**src/rtl/uc_seq_pkg.sv**
```systemverilog
// rtl/uc_seq_pkg.sv - opcode, pc_sel and FSM state definitions for uc_seq_ctrl
package uc_seq_pkg;

  localparam logic [5:0] OP_RET  = 6'b111000;
  localparam logic [5:0] OP_CALL = 6'b101000;
  localparam logic [5:0] OP_REL  = 6'b011000;
  localparam logic [5:0] OP_JNZ  = 6'b011111;
  localparam logic [5:0] OP_JZ   = 6'b001111;
  localparam logic [5:0] OP_NOP  = 6'b111111;

  localparam logic [1:0] PC_NEXT = 2'b00;
  localparam logic [1:0] PC_ABS  = 2'b01;
  localparam logic [1:0] PC_REL  = 2'b10;
  localparam logic [1:0] PC_RET  = 2'b11;

  typedef enum logic {
    ST_EXEC = 1'b0,
    ST_WAIT = 1'b1
  } state_t;

endpackage

```
**src/rtl/uc_ret_stack.sv**
```systemverilog
// rtl/uc_ret_stack.sv - register-array return-address stack, top read combinationally
module uc_ret_stack #(
  parameter int PC_W        = 10,
  parameter int STACK_DEPTH = 8,
  localparam int DW         = $clog2(STACK_DEPTH + 1)
) (
  input  logic            clk,
  input  logic            reset,
  input  logic            push,
  input  logic            pop,
  input  logic [PC_W-1:0] din,
  output logic [PC_W-1:0] top,
  output logic [DW-1:0]   depth,
  output logic            full,
  output logic            empty
);

  localparam int AW = $clog2(STACK_DEPTH);

  logic [PC_W-1:0] stack_q [STACK_DEPTH];
  logic [DW-1:0]   sp_q, sp_d;
  logic [AW-1:0]   top_idx;
  logic            do_push, do_pop;

  assign empty   = (sp_q == '0);
  assign full    = (sp_q == DW'(STACK_DEPTH));
  assign do_push = push && !full;
  assign do_pop  = pop && !empty;
  assign top_idx = AW'(sp_q - DW'(1));
  assign top     = empty ? '0 : stack_q[top_idx];
  assign depth   = sp_q;

  always_comb begin
    sp_d = sp_q;
    if (do_push) begin
      sp_d = sp_q + DW'(1);
    end else if (do_pop) begin
      sp_d = sp_q - DW'(1);
    end
  end

  always_ff @(posedge clk) begin
    if (reset) begin
      sp_q <= '0;
    end else begin
      sp_q <= sp_d;
    end
  end

  // Entries need no reset: anything above sp is never observed.
  always_ff @(posedge clk) begin
    if (do_push) begin
      stack_q[sp_q[AW-1:0]] <= din;
    end
  end

endmodule

```
**src/rtl/uc_seq_ctrl.sv**
```systemverilog
// rtl/uc_seq_ctrl.sv - CPU control unit with return stack and output handshake; option UC_PRINT_BCAST_EN
module uc_seq_ctrl
  import uc_seq_pkg::*;
#(
  parameter int PC_W        = 10,
  parameter int STACK_DEPTH = 8,
  parameter int NUM_OUT     = 4,
  localparam int ID_W       = $clog2(NUM_OUT),
  localparam int SD_W       = $clog2(STACK_DEPTH + 1)
) (
  input  logic               clk,
  input  logic               reset,
  input  logic [5:0]         opcode,
  input  logic               z,
  input  logic [ID_W-1:0]    id_out,
  input  logic [PC_W-1:0]    pc_plus1,
  input  logic               io_ack,
  output logic [2:0]         alu_op,
  output logic               we3,
  output logic               s_inm,
  output logic               s_es,
  output logic               sec,
  output logic [1:0]         pc_sel,
  output logic               stall,
  output logic [PC_W-1:0]    ret_addr,
  output logic [NUM_OUT-1:0] rwe,
  output logic               vgae,
  output logic [SD_W-1:0]    stk_depth,
  output logic               stk_ovf,
  output logic               stk_unf
);

  state_t             state_q, state_d;
  logic               sec_q, sec_d;
  logic               ovf_q, ovf_d;
  logic               unf_q, unf_d;
  logic               push, pop;
  logic [PC_W-1:0]    stk_top;
  logic [SD_W-1:0]    stk_cnt;
  logic               stk_full, stk_empty;
  logic [NUM_OUT-1:0] rwe_one;

  uc_ret_stack #(.PC_W(PC_W), .STACK_DEPTH(STACK_DEPTH)) u_stack (
    .clk(clk), .reset(reset), .push(push), .pop(pop), .din(pc_plus1),
    .top(stk_top), .depth(stk_cnt), .full(stk_full), .empty(stk_empty)
  );

  assign alu_op    = opcode[2:0];
  assign rwe_one   = NUM_OUT'(1) << id_out;
  assign ret_addr  = reset ? '0 : stk_top;
  assign stk_depth = reset ? '0 : stk_cnt;
  assign stk_ovf   = ovf_q && !reset;
  assign stk_unf   = unf_q && !reset;

  always_comb begin
    we3 = 1'b0; s_inm = 1'b0; s_es = 1'b0; sec = 1'b0;
    pc_sel = PC_NEXT; stall = 1'b0; rwe = '0; vgae = 1'b0;
    push = 1'b0; pop = 1'b0;
    state_d = state_q; sec_d = sec_q; ovf_d = ovf_q; unf_d = unf_q;
    if (!reset) begin
      if (state_q == ST_WAIT) begin
        sec   = sec_q;
        stall = !io_ack;
        if (io_ack) state_d = ST_EXEC;
      end else if (opcode == OP_RET) begin
        if (!stk_empty) begin
          pc_sel = PC_RET;
          pop    = 1'b1;
        end else begin
          unf_d = 1'b1;
        end
      end else if (opcode == OP_CALL) begin
        pc_sel = PC_ABS;
        if (!stk_full) push = 1'b1;
        else ovf_d = 1'b1;
      end else if (opcode == OP_REL) begin
        pc_sel = PC_REL;
      end else if (opcode == OP_JNZ) begin
        if (!z) pc_sel = PC_ABS;
      end else if (opcode == OP_JZ) begin
        if (z) pc_sel = PC_ABS;
      end else if (opcode != OP_NOP) begin
        casez (opcode[3:0])
          4'b0???: we3 = 1'b1;
          4'b1010: begin we3 = 1'b1; s_inm = 1'b1; end
          4'b1011: begin we3 = 1'b1; s_es = 1'b1; end
          4'b1001: pc_sel = PC_ABS;
          4'b1101, 4'b1110: begin
            sec     = !opcode[1];
            sec_d   = !opcode[1];
            rwe     = rwe_one;
            stall   = 1'b1;
            state_d = ST_WAIT;
          end
`ifdef UC_PRINT_BCAST_EN
          4'b1100: begin sec = 1'b1; vgae = 1'b1; rwe = '1; end
`endif
          default: ;
        endcase
      end
    end
  end

  always_ff @(posedge clk) begin
    if (reset) begin
      state_q <= ST_EXEC;
      sec_q   <= 1'b0;
      ovf_q   <= 1'b0;
      unf_q   <= 1'b0;
    end else begin
      state_q <= state_d;
      sec_q   <= sec_d;
      ovf_q   <= ovf_d;
      unf_q   <= unf_d;
    end
  end

endmodule

```
**config.mk**
```make
export PLATFORM = sky130hd
export DESIGN_NAME = uc_seq_ctrl
export DESIGN_NICKNAME = d
export VERILOG_FILES = /design/src/rtl/uc_seq_pkg.sv /design/src/rtl/uc_ret_stack.sv /design/src/rtl/uc_seq_ctrl.sv
export SDC_FILE = /design/constraint.sdc
export NUM_CORES = 1
export LEC_CHECK = 0
export ABC_AREA = 0
export CORE_MARGIN = 5
export CORE_UTILIZATION = 25
export CTS_CLUSTER_SIZE = 30
export DETAILED_ROUTE_END_ITERATION = 10
export SYNTH_ARGS = -nofsm -noshare
export SYNTH_HDL_FRONTEND = slang
export SYNTH_SLANG_ARGS = --single-unit
```
**constraint.sdc**
```tcl
create_clock -name clk -period 4.9 [get_ports clk]
set_clock_uncertainty 0.2 [all_clocks]
set_input_delay 0.98 -clock clk [delete_from_list [all_inputs] [get_ports clk]]
set_output_delay 0.98 -clock clk [all_outputs]
set_load 0.05 [all_outputs]
```
**Yosys cells after proc, flatten, opt, wreduce, memory -nomap -nowiden**

Memory sizes are Yosys's and may differ from the RTL's.
Cells that the tools add are included.

- Flip-flop bits (word level): 8
- Memory bits (writable): 80
- Bits of input ports: 22
- Output and inout bits: 31
- Word-level logic and storage cells: 128
- Memories: 1

- $add $sub $neg: 2
- Equality and inequality tests: 12
- Shift-type cells: 1
- Multiplexer cells: 84
- Bitwise operators: 7
- Reduce and logical (&&, ||, !) cells: 16

Memory list:

| name | words | bits a word | rd ports | clocked after memory_dff | wr ports | RTL line | RTL |
|---|---|---|---|---|---|---|---|
| u_stack.stack_q | 8 | 10 | 1 | 0 | 1 | uc_ret_stack.sv:20 | `logic [PC_W-1:0] stack_q [STACK_DEPTH];` |

Operators with widths:

| operator | number |
|---|---|
| 1-bit two-way mux | 62 |
| 4-bit two-way mux | 12 |
| 4-bit equality test (second input constant) | 6 |
| 10-bit two-way mux | 2 |
| 2-bit two-way mux | 8 |
| 6-bit by 5-bit equality test with 1-bit output (second input constant) | 2 |
| 6-bit equality test (second input constant) | 2 |
| 8-bit AND reduction | 1 |
| 1-bit inverter | 7 |
| 6-bit by 4-bit equality test with 1-bit output (second input constant) | 1 |
| 6-bit inequality test (second input constant) | 1 |
| 1-bit logical NOT | 5 |
| 4-bit by 1-bit adder with 4-bit output (second input constant) | 1 |
| 1-bit logical AND | 4 |
| 4-bit logical NOT | 1 |
| 4-bit AND reduction | 1 |
| 1-bit by 2-bit left shift with 4-bit output (first input constant) | 1 |
| 4-bit by 1-bit subtractor with 4-bit output (second input constant) | 1 |
| 3-bit AND reduction | 1 |
| 3-bit OR reduction | 1 |
| 2-bit nonzero test | 1 |
| 2-bit OR reduction | 1 |

**Depth between registers and ports, before layout**

- Depth in word-level cells: 11
- Gate-level depth with buffers: 8
- Gate-level depth less buffers: 6

**By module**

Synthesis repeated with hierarchy kept, for this count alone.

- Cells, all modules: 266
- Area, all modules: 4033.9 um^2

By module, submodules not included:

| module | instances | cells an instance | area each (um^2) | sequential area each (um^2) |
|---|---|---|---|---|
| uc_ret_stack | 1 | 193 | 3497.1 | 2482.4 |
| uc_seq_ctrl | 1 | 73 | 536.8 | 80.1 |

**Worst setup path before layout**

Ideal clock, no wire load.

- Path type: input -> output
- Start point: input port opcode[0]
- End point: output port pc_sel[0]
- Arrival: 2.769 ns
- Data required time: 3.720 ns
- Path slack: 0.951 ns
- Stages on the path: 5
- Path buffers: 1
- Cell sequence: buf_2 -> and2b_1 -> nand3_1 -> o21ai_0 -> a211oi_1

- Longest elaborated chain between the ends: 10
- Elaborated cells between the ends (all ways): 16
- Those cells by class: eq/ne: 7; mux: 9

RTL lines:

| item | RTL line | RTL |
|---|---|---|
| start, declared | uc_seq_ctrl.sv:13 | `input logic [5:0] opcode,` |
| 4-bit equality test | uc_seq_ctrl.sv:83 | `casez (opcode[3:0])` |
| 1-bit two-way mux | uc_seq_ctrl.sv:83 |  |
| 1-bit two-way mux | uc_seq_ctrl.sv:82 | `end else if (opcode != OP_NOP) begin` |
| 2-bit two-way mux | uc_seq_ctrl.sv:80 | `end else if (opcode == OP_JZ) begin` |
| 2-bit two-way mux | uc_seq_ctrl.sv:78 | `end else if (opcode == OP_JNZ) begin` |
| 2-bit two-way mux | uc_seq_ctrl.sv:76 | `end else if (opcode == OP_REL) begin` |
| 2-bit two-way mux | uc_seq_ctrl.sv:72 | `end else if (opcode == OP_CALL) begin` |
| 2-bit two-way mux (*) | uc_seq_ctrl.sv:65 | `end else if (opcode == OP_RET) begin` |
| 2-bit two-way mux (*) | uc_seq_ctrl.sv:61 | `if (state_q == ST_WAIT) begin` |
| 2-bit two-way mux (*) | uc_seq_ctrl.sv:60 | `if (!reset) begin` |
| end, declared | uc_seq_ctrl.sv:23 | `output logic [1:0] pc_sel,` |

Every way passes the cells marked *; elsewhere a longest branch is shown, timed or not.

**Final worst setup path**

- Start point: input port opcode[0]
- End point: output port stall

- Longest elaborated chain between the ends: 11
- Elaborated cells between the ends (all ways): 18
- Those cells by class: eq/ne: 8; mux: 9; reduce/logical: 1

RTL lines:

| item | RTL line | RTL |
|---|---|---|
| 4-bit equality test | uc_seq_ctrl.sv:83 |  |
| 2-bit OR reduction | uc_seq_ctrl.sv:83 |  |
| 1-bit two-way mux | uc_seq_ctrl.sv:83 |  |
| 1-bit two-way mux | uc_seq_ctrl.sv:82 |  |
| 1-bit two-way mux | uc_seq_ctrl.sv:80 |  |
| 1-bit two-way mux | uc_seq_ctrl.sv:78 |  |
| 1-bit two-way mux | uc_seq_ctrl.sv:76 |  |
| 1-bit two-way mux | uc_seq_ctrl.sv:72 |  |
| 1-bit two-way mux (*) | uc_seq_ctrl.sv:65 |  |
| 1-bit two-way mux (*) | uc_seq_ctrl.sv:61 |  |
| 1-bit two-way mux (*) | uc_seq_ctrl.sv:60 |  |
| end, declared | uc_seq_ctrl.sv:24 | `output logic stall,` |

Marks and branches as above.

==> results.cfg <==
[run_status]
status = finished, final reports clean

[logic_synthesis]
avgSynthCellArea_um2 = 15.32
syn-num-nets = 277
syn_area_mm2 = 0.003876
syn_inst = 253
synth_cell_types = 46
ys_ff_latch = 88
ys_seq_area_share_pct = 66.11
synth_async_sr_flop_share_pct = 0
synth_edf_count = 80
yosysWarnings = 0
ys.flop_type = edfxtp_1

[setup_path]
end_kind = output pin
cp_slowest_cell = clkdlybuf4s50_1
slowest_delay_ps = 810
crit_path_frequent_cell = clkdlybuf4s50_1
worst-r2r-cell-count = 6
cp_data_required_time_ps = 3720
cp-start-kind = input pin
path_delay_family = buffers and inverters
r2r_start = u_stack.depth[1]$_SDFFE_PP0P_
crit_path_max_fanout = 9
worstSetupPathType = in2out
rrSetupSlack_ps = 2620
path_buf_inv = 2
timing.rr.end = u_stack.stack_q[2][6]$_DFFE_PP_
path_cells = clkdlybuf4s50_1 > xor2_1 > nand3_1 > mux2_2 > nor2_1 > clkdlybuf4s50_1
cp.arrival_ps = 3160

[placement]
io_buffers = 51
dp_cells = 488
gp_congestion = 0.8023
placed_cell_area_mm2 = 0.004723
hpwl_um = 5362

[sta]
slew_violations = 0
relSlewSlack_pct = 55.84
worst_slew_pin_slew_ps = 662.4
timing.setup.tns_ps = 0
rsz0062_at_grt = no
period_needed_ps = 4341
hold_viol = 0
period_share_pct = 88.59
setup_viol = 0
clock.fmax_mhz = 230.4

[detailed_routing]
wl_per_cell_um = 16.54
vias = 2269
drtPass1Iterations = 4
viasPerCell = 4.502
first_iter_violations = 77
ant_nets = 0
routed_wl_um = 8337
drc_errors = 0

[global_route]
grt_use_total_pct = 9.441
antenna_found_initial = 0
grt_pass1_wl_um = 12930
grt_pass1_vias = 2380
grt_max_degree = 29
grt_overflow_total = 0

[clock_tree]
post-cts-setup-buffers = 0
clk_pin_slew_ps = 60
ctsResizeCount = 0
cts_buffers = 9
clkSinkCount = 88
clockBufferDepth = 2
cts_hold_buf = 0
cts.htree.levels = 3
cts-root-buf = clkbuf_16
cts_tree = yes
worstSkewPairLatency_ps = 330

[cells_and_area]
final_layout_size_suffix_gt1_share_pct = 21.20
stdcell_count = 504
finalNetCount = 335
area_growth_pct = 28.73
antenna_cells = 0
stdcell_area_mm2 = 0.004990

[hold_path]
hold_class = reg2reg
worst_hold_startpoint = sec_q$_SDFFE_PP0P_
hold_depth = 2
whs_endpoint = sec_q$_SDFFE_PP0P_

[power_and_ir_drop]
power.leakage_uw = 0.001610
p_sw_share_pct = 20.97
powerDensity_mw_per_mm2 = 303.9
combPwrFrac_pct = 5.9
switchingPower_uw = 318.0
p_clk_share_pct = 40.0
p_int_uw = 1199
p_seq_share_pct = 54.1
peakVddDrop_mv = 0.1367
p_total_uw = 1517

[floorplan]
core_mm2 = 0.01520
start_util_pct = 25.50
die-area_mm2 = 0.01810
fp.dieW_um = 134.5
row_count = 45
io-pin-count = 53
die_h_um = 134.5

[flow_run]
drv_cap = 0
[how the worst max path moves through the flow]
stage / startpoint / endpoint / slack, ps / cells after the start
final: opcode[0] / stall / 560 / 6
after global routing: opcode[0] / stall / 400 / 6
after CTS: opcode[0] / stall / 540 / 6
after detailed placement: opcode[0] / stall / 550 / 6
after global placement: opcode[0] / stall / 570 / 6
after floorplan: opcode[0] / pc_sel[0] / 950 / 5
[cells in the mapped netlist, types with 3 or more instances]
| master | number | area [µm²] |
|---|---|---|
| a21oi_1 | 14 | 70.07 |
| buf_2 | 5 | 25.02 |
| buf_4 | 7 | 52.55 |
| clkbuf_1 | 3 | 11.26 |
| dfxtp_1 | 8 | 160.2 |
| edfxtp_1 | 80 | 2402 |
| inv_1 | 7 | 26.28 |
| mux4_2 | 20 | 450.4 |
| nand2_1 | 29 | 108.9 |
| nand3_1 | 3 | 15.01 |
| nand4_1 | 4 | 25.02 |
| nor2_1 | 11 | 41.29 |
| nor2b_1 | 5 | 31.28 |
| nor3_1 | 11 | 55.05 |
| nor3b_1 | 3 | 22.52 |
| o21ai_0 | 3 | 15.01 |
[cell usage in the layout (no fill, tap or decap), types with 3 or more instances in the layout]
cell type,instances
inv_1,7
buf_12,10
buf_4,15
nand4_1,4
edfxtp_1,80
nand3_1,3
clkdlybuf4s50_1,40
mux4_2,20
nor3_1,11
nor2b_1,5
nor2_1,11
nor3b_1,3
clkbuf_16,9
nand2_1,29
o21ai_0,3
dfxtp_1,8
a21oi_1,14
[cell families (layout without fill, tap and decap cells)]
logic type / Yosys count / after routing / synth area share (%)
AO/OA/AOI/OAI: 29 / 29 / 4.745
XOR/XNOR: 4 / 4 / 0.9040
adder cells (fa/ha/maj): 2 / 2 / 0.6455
buffers and inverters: 25 / 88 / 3.454
flip-flops: 88 / 88 / 66.11
multiplexers: 23 / 23 / 12.49
other: 1 / 1 / 0.09674
AND/OR/NAND/NOR: 81 / 81 / 11.56
[sequential cells by signal, summed over array words and instances, names as in the netlist]
signal,count
ovf_q,1
sec_q,1
state_q,1
u_stack.depth,4
u_stack.stack_q,80
unf_q,1
[worst reg2reg max path, stage by stage (launching register included)]
cell and delay, ps:
dfxtp_1 520, inv_1 100, ha_1 290, nand3b_1 190
nand4_4 170, nor3_1 250, buf_4 250
[through the flow]
stage	hold WS, ps	setup slack (ps)	util, %
finish	294.5	559.0	32.82
global route	333.6	403.9	32.82
global placement	276.5	569.6	31.07
detailed placement	285.0	552.8	31.07
CTS	295.2	543.5	32.82
floorplan	258.5	950.7	-
[cell type report]
| class | count | area [µm²] |
|---|---|---|
| Multi-Input combinational cell | 140 | 1186 |
| Sequential cell | 88 | 2562 |
| Inverter | 7 | 26.28 |
| Clock buffer | 11 | 232.7 |
| Timing Repair Buffer | 65 | 713.2 |
| Tap cell | 188 | 235.2 |
| Clock inverter | 5 | 33.78 |
| Fill cell | 1446 | 10210 |
[power by group through the flow]
stage / clock (µW) / combinational, µW / sequential, µW
floorplan: 0 / 51.3 / 836
global placement: 0 / 88.1 / 837
detailed placement: 0 / 89.8 / 837
CTS: 625 / 90.0 / 821
global route: 661 / 96.2 / 820
finish: 607 / 89.3 / 821
[routing by layer]
layer | track usage, % | routed length [µm] | vias up
li1 | - | - | 1089
met1 | 10.88 | 3500 | 1135
met2 | 17.01 | 4424 | 34
met3 | 2.012 | 255 | 11
met4 | 3.903 | 157 | 0
met5 | 0 | 0 | -
(Power assumes the default switching activity.)
